## src/rtl/pipe_pkg.sv

```systemverilog
// Shared pipeline definitions: Tuse/Tnew encoding, forward-select codes,
// mult/div busy defaults and the register-match helpers used by the hazard unit.
package pipe_pkg;

  localparam int REG_W = 5;
  localparam int T_W   = 2;
  localparam int CNT_W = 4;

  typedef logic [REG_W-1:0] reg_idx_t;
  typedef logic [T_W-1:0]   t_val_t;

  // Tuse of 3 means the operand is not read; Tnew never exceeds 2
  localparam t_val_t TUSE_NONE = 2'd3;

  typedef enum logic [1:0] {
    FWD_RF = 2'd0,
    FWD_M  = 2'd1,
    FWD_W  = 2'd2
  } fwd_sel_t;

  localparam int MULT_CYCLES_DEF = 5;
  localparam int DIV_CYCLES_DEF  = 10;

  function automatic logic reg_match(input reg_idx_t src, input reg_idx_t a3, input logic we);
    return (src != '0) && (src == a3) && we;
  endfunction

  // M-stage result is only forwardable once it has been produced (Tnew_M == 0)
  function automatic fwd_sel_t fwd_select(input reg_idx_t src,
                                          input reg_idx_t a3_m, input logic we_m,
                                          input t_val_t tnew_m,
                                          input reg_idx_t a3_w, input logic we_w);
    if (reg_match(src, a3_m, we_m) && (tnew_m == '0))
      return FWD_M;
    else if (reg_match(src, a3_w, we_w))
      return FWD_W;
    else
      return FWD_RF;
  endfunction

endpackage

```

## src/rtl/md_busy_cnt.sv

```systemverilog
// Mult/div busy counter: loads the op latency on issue, counts down to zero,
// and reports busy while nonzero. A start while busy reloads the counter.
module md_busy_cnt
  import pipe_pkg::*;
#(
  parameter int MULT_CYCLES = MULT_CYCLES_DEF,
  parameter int DIV_CYCLES  = DIV_CYCLES_DEF
) (
  input  logic clk,
  input  logic rst,
  input  logic start,
  input  logic is_div,
  output logic busy
);

  localparam logic [CNT_W-1:0] MULT_LOAD = MULT_CYCLES[CNT_W-1:0];
  localparam logic [CNT_W-1:0] DIV_LOAD  = DIV_CYCLES[CNT_W-1:0];

  logic [CNT_W-1:0] cnt;

  always_ff @(posedge clk) begin
    if (rst)
      cnt <= '0;
    else if (start)
      cnt <= is_div ? DIV_LOAD : MULT_LOAD;
    else if (cnt != '0)
      cnt <= cnt - CNT_W'(1);
  end

  assign busy = (cnt != '0);

endmodule

```

## src/rtl/hazard_ctrl.sv

```systemverilog
// Stall and forwarding controller for the five-stage pipeline: Tuse/Tnew data
// stalls, mult/div structural stalls, and D/E-stage forward selects.
module hazard_ctrl
  import pipe_pkg::*;
#(
  parameter int MULT_CYCLES = MULT_CYCLES_DEF,
  parameter int DIV_CYCLES  = DIV_CYCLES_DEF
) (
  input  logic             clk,
  input  logic             rst,
  input  logic [REG_W-1:0] rs_d,
  input  logic [REG_W-1:0] rt_d,
  input  logic [T_W-1:0]   tuse_rs_d,
  input  logic [T_W-1:0]   tuse_rt_d,
  input  logic             md_d,
  input  logic [REG_W-1:0] rs_e,
  input  logic [REG_W-1:0] rt_e,
  input  logic [REG_W-1:0] a3_e,
  input  logic [REG_W-1:0] a3_m,
  input  logic [REG_W-1:0] a3_w,
  input  logic             we_e,
  input  logic             we_m,
  input  logic             we_w,
  input  logic [T_W-1:0]   tnew_e,
  input  logic [T_W-1:0]   tnew_m,
  input  logic             md_start_e,
  input  logic             md_div_e,
  output logic             pc_en,
  output logic             fd_en,
  output logic             de_rst,
  output logic             em_en,
  output logic             mw_en,
  output logic             em_rst,
  output logic             mw_rst,
  output logic [1:0]       fwd_rs_d,
  output logic [1:0]       fwd_rt_d,
  output logic [1:0]       fwd_rs_e,
  output logic [1:0]       fwd_rt_e,
  output logic             md_busy
);

  logic stall_rs;
  logic stall_rt;
  logic md_stall;
  logic stall;

  md_busy_cnt #(
    .MULT_CYCLES(MULT_CYCLES),
    .DIV_CYCLES (DIV_CYCLES)
  ) u_md_busy_cnt (
    .clk   (clk),
    .rst   (rst),
    .start (md_start_e),
    .is_div(md_div_e),
    .busy  (md_busy)
  );

  // A stall freezes PC and F/D and injects a bubble into D/E; E/M and M/W always advance
  always_comb begin
    stall_rs = 1'b0;
    stall_rt = 1'b0;
    md_stall = 1'b0;
    stall    = 1'b0;
    pc_en    = 1'b1;
    fd_en    = 1'b1;
    de_rst   = rst;
    em_en    = 1'b1;
    mw_en    = 1'b1;
    em_rst   = rst;
    mw_rst   = rst;
    fwd_rs_d = FWD_RF;
    fwd_rt_d = FWD_RF;
    fwd_rs_e = FWD_RF;
    fwd_rt_e = FWD_RF;

    stall_rs = (reg_match(rs_d, a3_e, we_e) && (tnew_e > tuse_rs_d)) ||
               (reg_match(rs_d, a3_m, we_m) && (tnew_m > tuse_rs_d));
    stall_rt = (reg_match(rt_d, a3_e, we_e) && (tnew_e > tuse_rt_d)) ||
               (reg_match(rt_d, a3_m, we_m) && (tnew_m > tuse_rt_d));
    md_stall = md_d && (md_start_e || md_busy);
    stall    = stall_rs || stall_rt || md_stall;

    if (stall) begin
      pc_en  = 1'b0;
      fd_en  = 1'b0;
      de_rst = 1'b1;
    end

    // Forwarding is independent of stall; D never forwards from E
    fwd_rs_d = fwd_select(rs_d, a3_m, we_m, tnew_m, a3_w, we_w);
    fwd_rt_d = fwd_select(rt_d, a3_m, we_m, tnew_m, a3_w, we_w);
    fwd_rs_e = fwd_select(rs_e, a3_m, we_m, tnew_m, a3_w, we_w);
    fwd_rt_e = fwd_select(rt_e, a3_m, we_m, tnew_m, a3_w, we_w);
  end

endmodule

```

## config.mk

```make
export PLATFORM = sky130hd
export DESIGN_NAME = hazard_ctrl
export DESIGN_NICKNAME = d
export VERILOG_FILES = /design/src/rtl/pipe_pkg.sv /design/src/rtl/md_busy_cnt.sv /design/src/rtl/hazard_ctrl.sv
export SDC_FILE = /design/constraint.sdc
export NUM_CORES = 1
export LEC_CHECK = 0
export CAP_MARGIN = 10
export CORE_MARGIN = 2
export CORE_UTILIZATION = 35
export DETAILED_ROUTE_END_ITERATION = 16
export PLACE_DENSITY_LB_ADDON = 0.12
export SYNTH_ARGS = -nofsm -noshare
export SYNTH_HDL_FRONTEND = slang
export SYNTH_SLANG_ARGS = --single-unit
```

## constraint.sdc

```tcl
create_clock -name clk -period 1.75 [get_ports clk]
set_input_delay 0.175 -clock clk [delete_from_list [all_inputs] [get_ports clk]]
set_output_delay 0.175 -clock clk [all_outputs]
set_load 0.02 [all_outputs]
```

After elaboration in Yosys (flattened, before gate mapping):

Index checks and enable logic that the tools add are counted.

* add/subtract/negate cells: 1
* multipliers: 0
* divide/modulo/power cells: 0
* $lt $le $gt $ge: 4
* equality and inequality tests: 10
* shifts and indexed selects: 0
* multiplexer cells: 13
* bitwise gates (word level): 0
* reductions and logical operators: 41

Operators by type and width (count)
* == test 5 bit: 10
* logical AND 1 bit: 29
* nonzero test 5 bit: 4
* 2-to-1 mux 2 bit: 8
* 2-to-1 mux 4 bit: 3
* > comparator 2 bit: 4
* logical OR 1 bit: 5
* nonzero test 4 bit: 1
* subtractor 4 x 1 -> 4 bit (second input constant): 1
* zero test 2 bit: 1
* 2-to-1 mux 1 bit: 2
* nonzero test 2 bit: 1

* bits in registers: 4
* latch bits: 0
* memory bits (writable): 0
* ROM bits: 0
* input bits: 51
* output and inout bits: 16
* word-level logic and storage cells: 70
* memories: 0

Longest topological paths before layout:

Gate-level depths: netlist of the first run.

* depth in word-level cells: 8
* mapped depth: 8
* mapped depth without buffers: 7

Hierarchy:

A second synthesis of the first run with hierarchy kept.

* cell total of the unflattened synthesis: 159
* area total of the unflattened synthesis: 1201.2 µm²

By module, submodules not included
* hazard_ctrl: times used 1, cells each 133, area each 968.4 µm², sequential area each 0.0 µm²
* md_busy_cnt: times used 1, cells each 26, area each 232.7 µm², sequential area each 80.1 µm²

Worst setup path before layout of the first run:

Ideal clock, no wire load.

* path type: register -> output
* from: register u_md_busy_cnt.cnt[0]
* to: output port pc_en
* arrival: 1.931 ns
* required time: 1.575 ns
* setup slack: -0.356 ns
* stages on the path, launching flop included: 9
* buffers on the path: 2
* cell sequence: dfxtp_1 -> inv_1 -> ha_1 -> or3b_1 -> clkbuf_1 -> o21a_1 -> a211oi_2 -> and2_1 -> buf_4

* word-level cells in the longest chain between the ends: 5

Ends and longest elaborated chain
* start, declared: RTL line md_busy_cnt.sv:19 `logic [CNT_W-1:0] cnt;`
* start signal, assigned: RTL line md_busy_cnt.sv:25 `cnt <= is_div ? DIV_LOAD : MULT_LOAD;`
* start signal, assigned: RTL line md_busy_cnt.sv:27 `cnt <= cnt - CNT_W'(1);`
* nonzero test 4 bit: RTL line md_busy_cnt.sv:30 `assign busy = (cnt != '0);`
* named net md_busy: RTL line hazard_ctrl.sv:39 `output logic md_busy`
* logical OR 1 bit: RTL line hazard_ctrl.sv:80 `md_stall = md_d && (md_start_e || md_busy);`
* logical AND 1 bit: RTL line hazard_ctrl.sv:80
* logical OR 1 bit: RTL line hazard_ctrl.sv:81 `stall = stall_rs || stall_rt || md_stall;`
* 2-to-1 mux 1 bit
* end, declared: RTL line hazard_ctrl.sv:28 `output logic pc_en,`

The timed path passes the listed nets, and every way through them passes these cells.

Final worst setup path of the first run:

* from: input port tuse_rt_d[1]
* to: output port pc_en

* word-level cells in the longest chain between the ends: 6
* elaborated cells between the ends (all ways): 8
* classes of those cells: order compare (2); mux (1); reduce/logical (5)

Ends and longest elaborated chain
* start, declared: RTL line hazard_ctrl.sv:14 `input logic [T_W-1:0] tuse_rt_d,`
* > comparator 2 bit (on tied branches): RTL line hazard_ctrl.sv:78, hazard_ctrl.sv:79
* logical AND 1 bit (on tied branches): RTL line hazard_ctrl.sv:78, hazard_ctrl.sv:79
* logical OR 1 bit *: RTL line hazard_ctrl.sv:78 `stall_rt = (reg_match(rt_d, a3_e, we_e) && (tnew_e > tuse_rt_d)) ||`
* logical OR 1 bit * (2 in a row): RTL line hazard_ctrl.sv:81
* 2-to-1 mux 1 bit *: RTL line hazard_ctrl.sv:83 `if (stall) begin`

Every way passes the cells marked *; elsewhere a longest branch is shown, timed or not.

==> metrics.json, run 1 <==
{
  "run_status": "complete, but fails checks",
  "failed_checks": "negative setup slack",
  "final_antenna_net_count": 0,
  "number_of_enable_type_register_cells_in_the_synthesized_netlist": 0,
  "max_capacitance_violation_total": 0,
  "cts_num_sinks": 4,
  "drt_pass_1_iters": 4,
  "top_regs": "u_md_busy_cnt.cnt (4)",
  "sw_frac_of_total_pct": 38.32,
  "wl_per_cell_um": 15.16,
  "use_met1_pct": 27.94,
  "clock_latency_ns": 0.23,
  "hold_class": "primary input to register",
  "cts_root_buffer": "sky130_fd_sc_hd__clkbuf_4",
  "wp_buf_inv": 3,
  "layout.filler_cells": 258,
  "row_count": 21,
  "ctsHtreeMaxLevel": 1,
  "vias_per_cell": 4.936,
  "ys_ff_latch": 4,
  "post-synth-top-count-cell": "sky130_fd_sc_hd__xnor2_1",
  "start_kind": "primary input",
  "wp_depth": 8,
  "start_util_pct": 35.94,
  "timing.critical_path.slowest_stage_cell": "sky130_fd_sc_hd__clkdlybuf4s50_1",
  "power.net_switching_w": 0.0003389,
  "grt_setup_unrepaired": "yes",
  "grt_start_max_net_pins": 7,
  "clock_buffer_count_from_cts": 3,
  "post-synth-top-area-fraction_pct": 29.44,
  "end_kind": "primary output",
  "synth.area.top_cells": "sky130_fd_sc_hd__xnor2_1, sky130_fd_sc_hd__ha_1, sky130_fd_sc_hd__xor2_1, sky130_fd_sc_hd__dfxtp_1, sky130_fd_sc_hd__nand4_1",
  "criticalPathCategory": "primary input to primary output",
  "dp_hpwl_mm": 3.708,
  "layout-drive-gt1-share_pct": 50.37,
  "synth_top_area_cell": "sky130_fd_sc_hd__xnor2_1",
  "synthCells": 156,
  "skew_ns": 0.001124,
  "synth_async_sr_flop_share_pct": 0,
  "synthTopCellsByCount": "sky130_fd_sc_hd__xnor2_1, sky130_fd_sc_hd__xor2_1, sky130_fd_sc_hd__ha_1",
  "max_freq_ghz": 0.5040,
  "post_synth_num_cell_types": 35,
  "groute.layer.met3.usage_pct": 1.449,
  "portBuffers": 64,
  "synth_ff_type": "sky130_fd_sc_hd__dfxtp_1",
  "finalCriticalPeriod_ns": 1.984,
  "clock_tree_from_tritoncts": "built",
  "power.sequential.fraction_pct": 12.3,
  "pwr-share-comb_pct": 75.7,
  "worstPathCellList": "clkdlybuf4s50_1 > inv_2 > ha_1 > nor2b_1 > o21ai_2 > a2bb2oi_2 > and2_4 > buf_6",
  "groute.layer.met2.usage_pct": 50.00,
  "cp_data_required_time_ns": 1.57,
  "grt_usage_pct": 24.68,
  "hold_depth": 3,
  "grt.busiest_layer": "met2",
  "ir_worst_vdd_uv": 397.6,
  "number_of_design_rule_violations_left_after_detail_routing": 0,
  "worstPathMaxFanout": 2,
  "worstPathArrival_ns": 1.81,
  "dpl_worst_slack_ns": -0.8720,
  "drt_wl_total_mm": 4.760,
  "layout.nets": 331,
  "ios": 67,
  "regArea_um2": 82.58,
  "p_total_w": 0.0008844,
  "yosysSeqAreaShare_pct": 6.730,
  "number_of_flip_flops_under_the_largest_register_name": 4,
  "cp_slowest_stage_delay_ns": 0.47,
  "grt_pass1_vias": 1711,
  "yosysWarningCount": 0,
  "final-max-slew-violation-count": 0,
  "netlist_area_mm2": 0.001190,
  "clkTransAtPathRegs_ns": 0.03,
  "design.die.area_mm2": 0.003882,
  "multi_input_comb_area_mm2": 0.001274,
  "timing.reg2reg.worst_path_depth": 7,
  "p_clk_share_pct": 12.0,
  "setup_slack_ns": -0.2340,
  "critical_path.top_delay_family": "buffers and inverters",
  "fp.coreArea_mm2": 0.003311,
  "globalRoute.totalOverflow": 0,
  "grt_antenna_before_repair": 0,
  "chipHeight_um": 62.31,
  "via_count": 1550,
  "p_per_area_mw_per_mm2": 357.5,
  "gp_routability_congestion": 0.8918,
  "timing_hold_violations_final": 0,
  "drtIter0Drc": 28,
  "areaGrowthSynthToFinish_pct": 107.9,
  "grt_pass1_wl_mm": 7.803,
  "synthesis.area_per_instance_um2": 7.628,
  "power_leakage_nw": 1.055,
  "regMostFlops": "u_md_busy_cnt.cnt",
  "antenna_cells_inserted": 0,
  "internal_power_w": 0.0005455,
  "setup-violations-final": 4,
  "die_width_um": 62.31,
  "cts.path.max_buffers": 2,
  "fin_crit_sh_pct": 113.4
}
==> worst paths after layout <==
| path | from | end | slack, ns |
|---|---|---|---|
| worst max-delay path | tuse_rt_d[1] | pc_en | -0.23 |
| worst min-delay path | md_div_e | u_md_busy_cnt.cnt[1]$_SDFFE_PP0N_ | 0.62 |
| worst max register to register | u_md_busy_cnt.cnt[0]$_SDFFE_PP0N_ | u_md_busy_cnt.cnt[1]$_SDFFE_PP0N_ | 0.22 |
| worst min register to register | u_md_busy_cnt.cnt[2]$_SDFFE_PP0N_ | u_md_busy_cnt.cnt[2]$_SDFFE_PP0N_ | 0.66 |
==> through the flow <==
| stage | util (%) | TNS, ns | hold slack [ns] | instances | cell area (um^2) |
|---|---|---|---|---|---|
| 2_1_floorplan | - | -0.09888 | 0.2441 | 157 | 1247 |
| 3_3_place_gp | 67.76 | -7.845 | 0.6399 | 304 | 2243 |
| 3_5_place_dp | 67.76 | -8.278 | 0.6459 | 304 | 2243 |
| 4_1_cts | 72.79 | -0.7620 | 0.6223 | 313 | 2410 |
| 5_1_grt | 74.72 | -0.9431 | 0.6648 | 314 | 2474 |
| 6_report | 74.72 | -0.7233 | 0.6229 | 314 | 2474 |
==> cells in the final DEF (no fill, tap or decap), types with 2 or more instances in the layout <==
cell type | netlist | final
sky130_fd_sc_hd__a21oi_1 | 5 | 5
sky130_fd_sc_hd__buf_2 | 0 | 12
sky130_fd_sc_hd__buf_4 | 5 | 58
sky130_fd_sc_hd__buf_6 | 0 | 13
sky130_fd_sc_hd__clkbuf_2 | 0 | 3
sky130_fd_sc_hd__clkbuf_4 | 0 | 3
sky130_fd_sc_hd__clkdlybuf4s15_1 | 0 | 2
sky130_fd_sc_hd__clkdlybuf4s50_1 | 0 | 21
sky130_fd_sc_hd__conb_1 | 1 | 2
sky130_fd_sc_hd__dfxtp_1 | 4 | 2
sky130_fd_sc_hd__dfxtp_2 | 0 | 2
sky130_fd_sc_hd__dlygate4sd2_1 | 0 | 11
sky130_fd_sc_hd__ha_1 | 10 | 6
sky130_fd_sc_hd__ha_4 | 0 | 4
sky130_fd_sc_hd__inv_1 | 8 | 3
sky130_fd_sc_hd__inv_2 | 0 | 5
sky130_fd_sc_hd__nand2_1 | 7 | 7
sky130_fd_sc_hd__nand4_1 | 9 | 9
sky130_fd_sc_hd__nor2_1 | 8 | 4
sky130_fd_sc_hd__nor2_2 | 1 | 2
sky130_fd_sc_hd__nor2_4 | 0 | 3
sky130_fd_sc_hd__nor2b_1 | 3 | 3
sky130_fd_sc_hd__nor3_1 | 2 | 2
sky130_fd_sc_hd__nor4_2 | 1 | 5
sky130_fd_sc_hd__nor4_4 | 0 | 4
sky130_fd_sc_hd__o21a_1 | 2 | 2
sky130_fd_sc_hd__or4_4 | 1 | 5
sky130_fd_sc_hd__xnor2_1 | 40 | 35
sky130_fd_sc_hd__xnor2_2 | 0 | 4
sky130_fd_sc_hd__xor2_1 | 13 | 13
==> area by class of cell <==
type | instances | area share (%)
timing repair buffer | 122 | 40.72
inverter | 8 | 1.214
multi-input combinational | 131 | 51.49
clock buffer | 3 | 0.9105
tap | 46 | 2.327
sequential | 4 | 3.338
==> repair_timing <==
| action | CTS | global route |
|---|---|---|
| setup buffers | 6 | 1 |
| hold buffers | 0 | 0 |
| endpoints found under the setup margin | 12 | 12 |
| resized for setup | 177 | 22 |
| pin swaps | 31 | 26 |
==> power groups by stage <==
stage / Clock [W] / Combinational [W] / Sequential, W
floorplan: 0 / 0.000288 / 0.000109
global placement: 0 / 0.000578 / 0.000107
detailed placement: 0 / 0.000596 / 0.000108
CTS: 0.000113 / 0.000635 / 0.000107
global route: 0.000118 / 0.000718 / 0.000110
finish: 0.000106 / 0.000669 / 0.000109
==> routing by layer <==
metal,wire [um],vias to the layer above
met4,99,0
li1,-,762
met3,154,10
met5,0,-
met1,1886,735
met2,2618,43
==> worst register-to-register path, delay by kind of cell, from the launching register on <==
family | cells | cell delay (ns)
compound gates | 2 | 0.33
fa+ha+maj | 1 | 0.13
buf+inv | 2 | 0.23
flops | 1 | 0.31
simple gates | 2 | 0.46
==> logic make-up (layout without fill, tap and decap cells) <==
kind of cell / Yosys count / after routing / share of synthesized area (%)
AO/OA/AOI/OAI: 15 / 15 / 9.463
XOR/XNOR: 53 / 53 / 39.01
adder cells (fa/ha/maj): 10 / 10 / 10.52
buffers and inverters: 22 / 133 / 8.518
flip-flops: 4 / 4 / 6.730
other: 1 / 2 / 0.3152
AND/OR/NAND/NOR: 51 / 51 / 25.45
Power figures use the tool's default switching activity.
==> run 2, diff against run 1 <==
--- a/config.mk
+++ b/config.mk
@@ -8,8 +8,10 @@
 export CAP_MARGIN = 10
 export CORE_MARGIN = 2
 export CORE_UTILIZATION = 35
+export CTS_CLUSTER_SIZE = 14
 export DETAILED_ROUTE_END_ITERATION = 16
 export PLACE_DENSITY_LB_ADDON = 0.12
+export SLEW_MARGIN = 10
 export SYNTH_ARGS = -nofsm -noshare
 export SYNTH_HDL_FRONTEND = slang
 export SYNTH_SLANG_ARGS = --single-unit
==> results of run 2 <==
No change in the layout: final DEF, timing and power equal those of run 1.
==> run 3, diff against run 2 <==
--- a/config.mk
+++ b/config.mk
@@ -8,7 +8,6 @@
 export CAP_MARGIN = 10
 export CORE_MARGIN = 2
 export CORE_UTILIZATION = 35
-export CTS_CLUSTER_SIZE = 14
 export DETAILED_ROUTE_END_ITERATION = 16
 export PLACE_DENSITY_LB_ADDON = 0.12
 export SLEW_MARGIN = 10
==> results of run 3 <==
No change in the layout: final DEF, timing and power equal those of run 1.
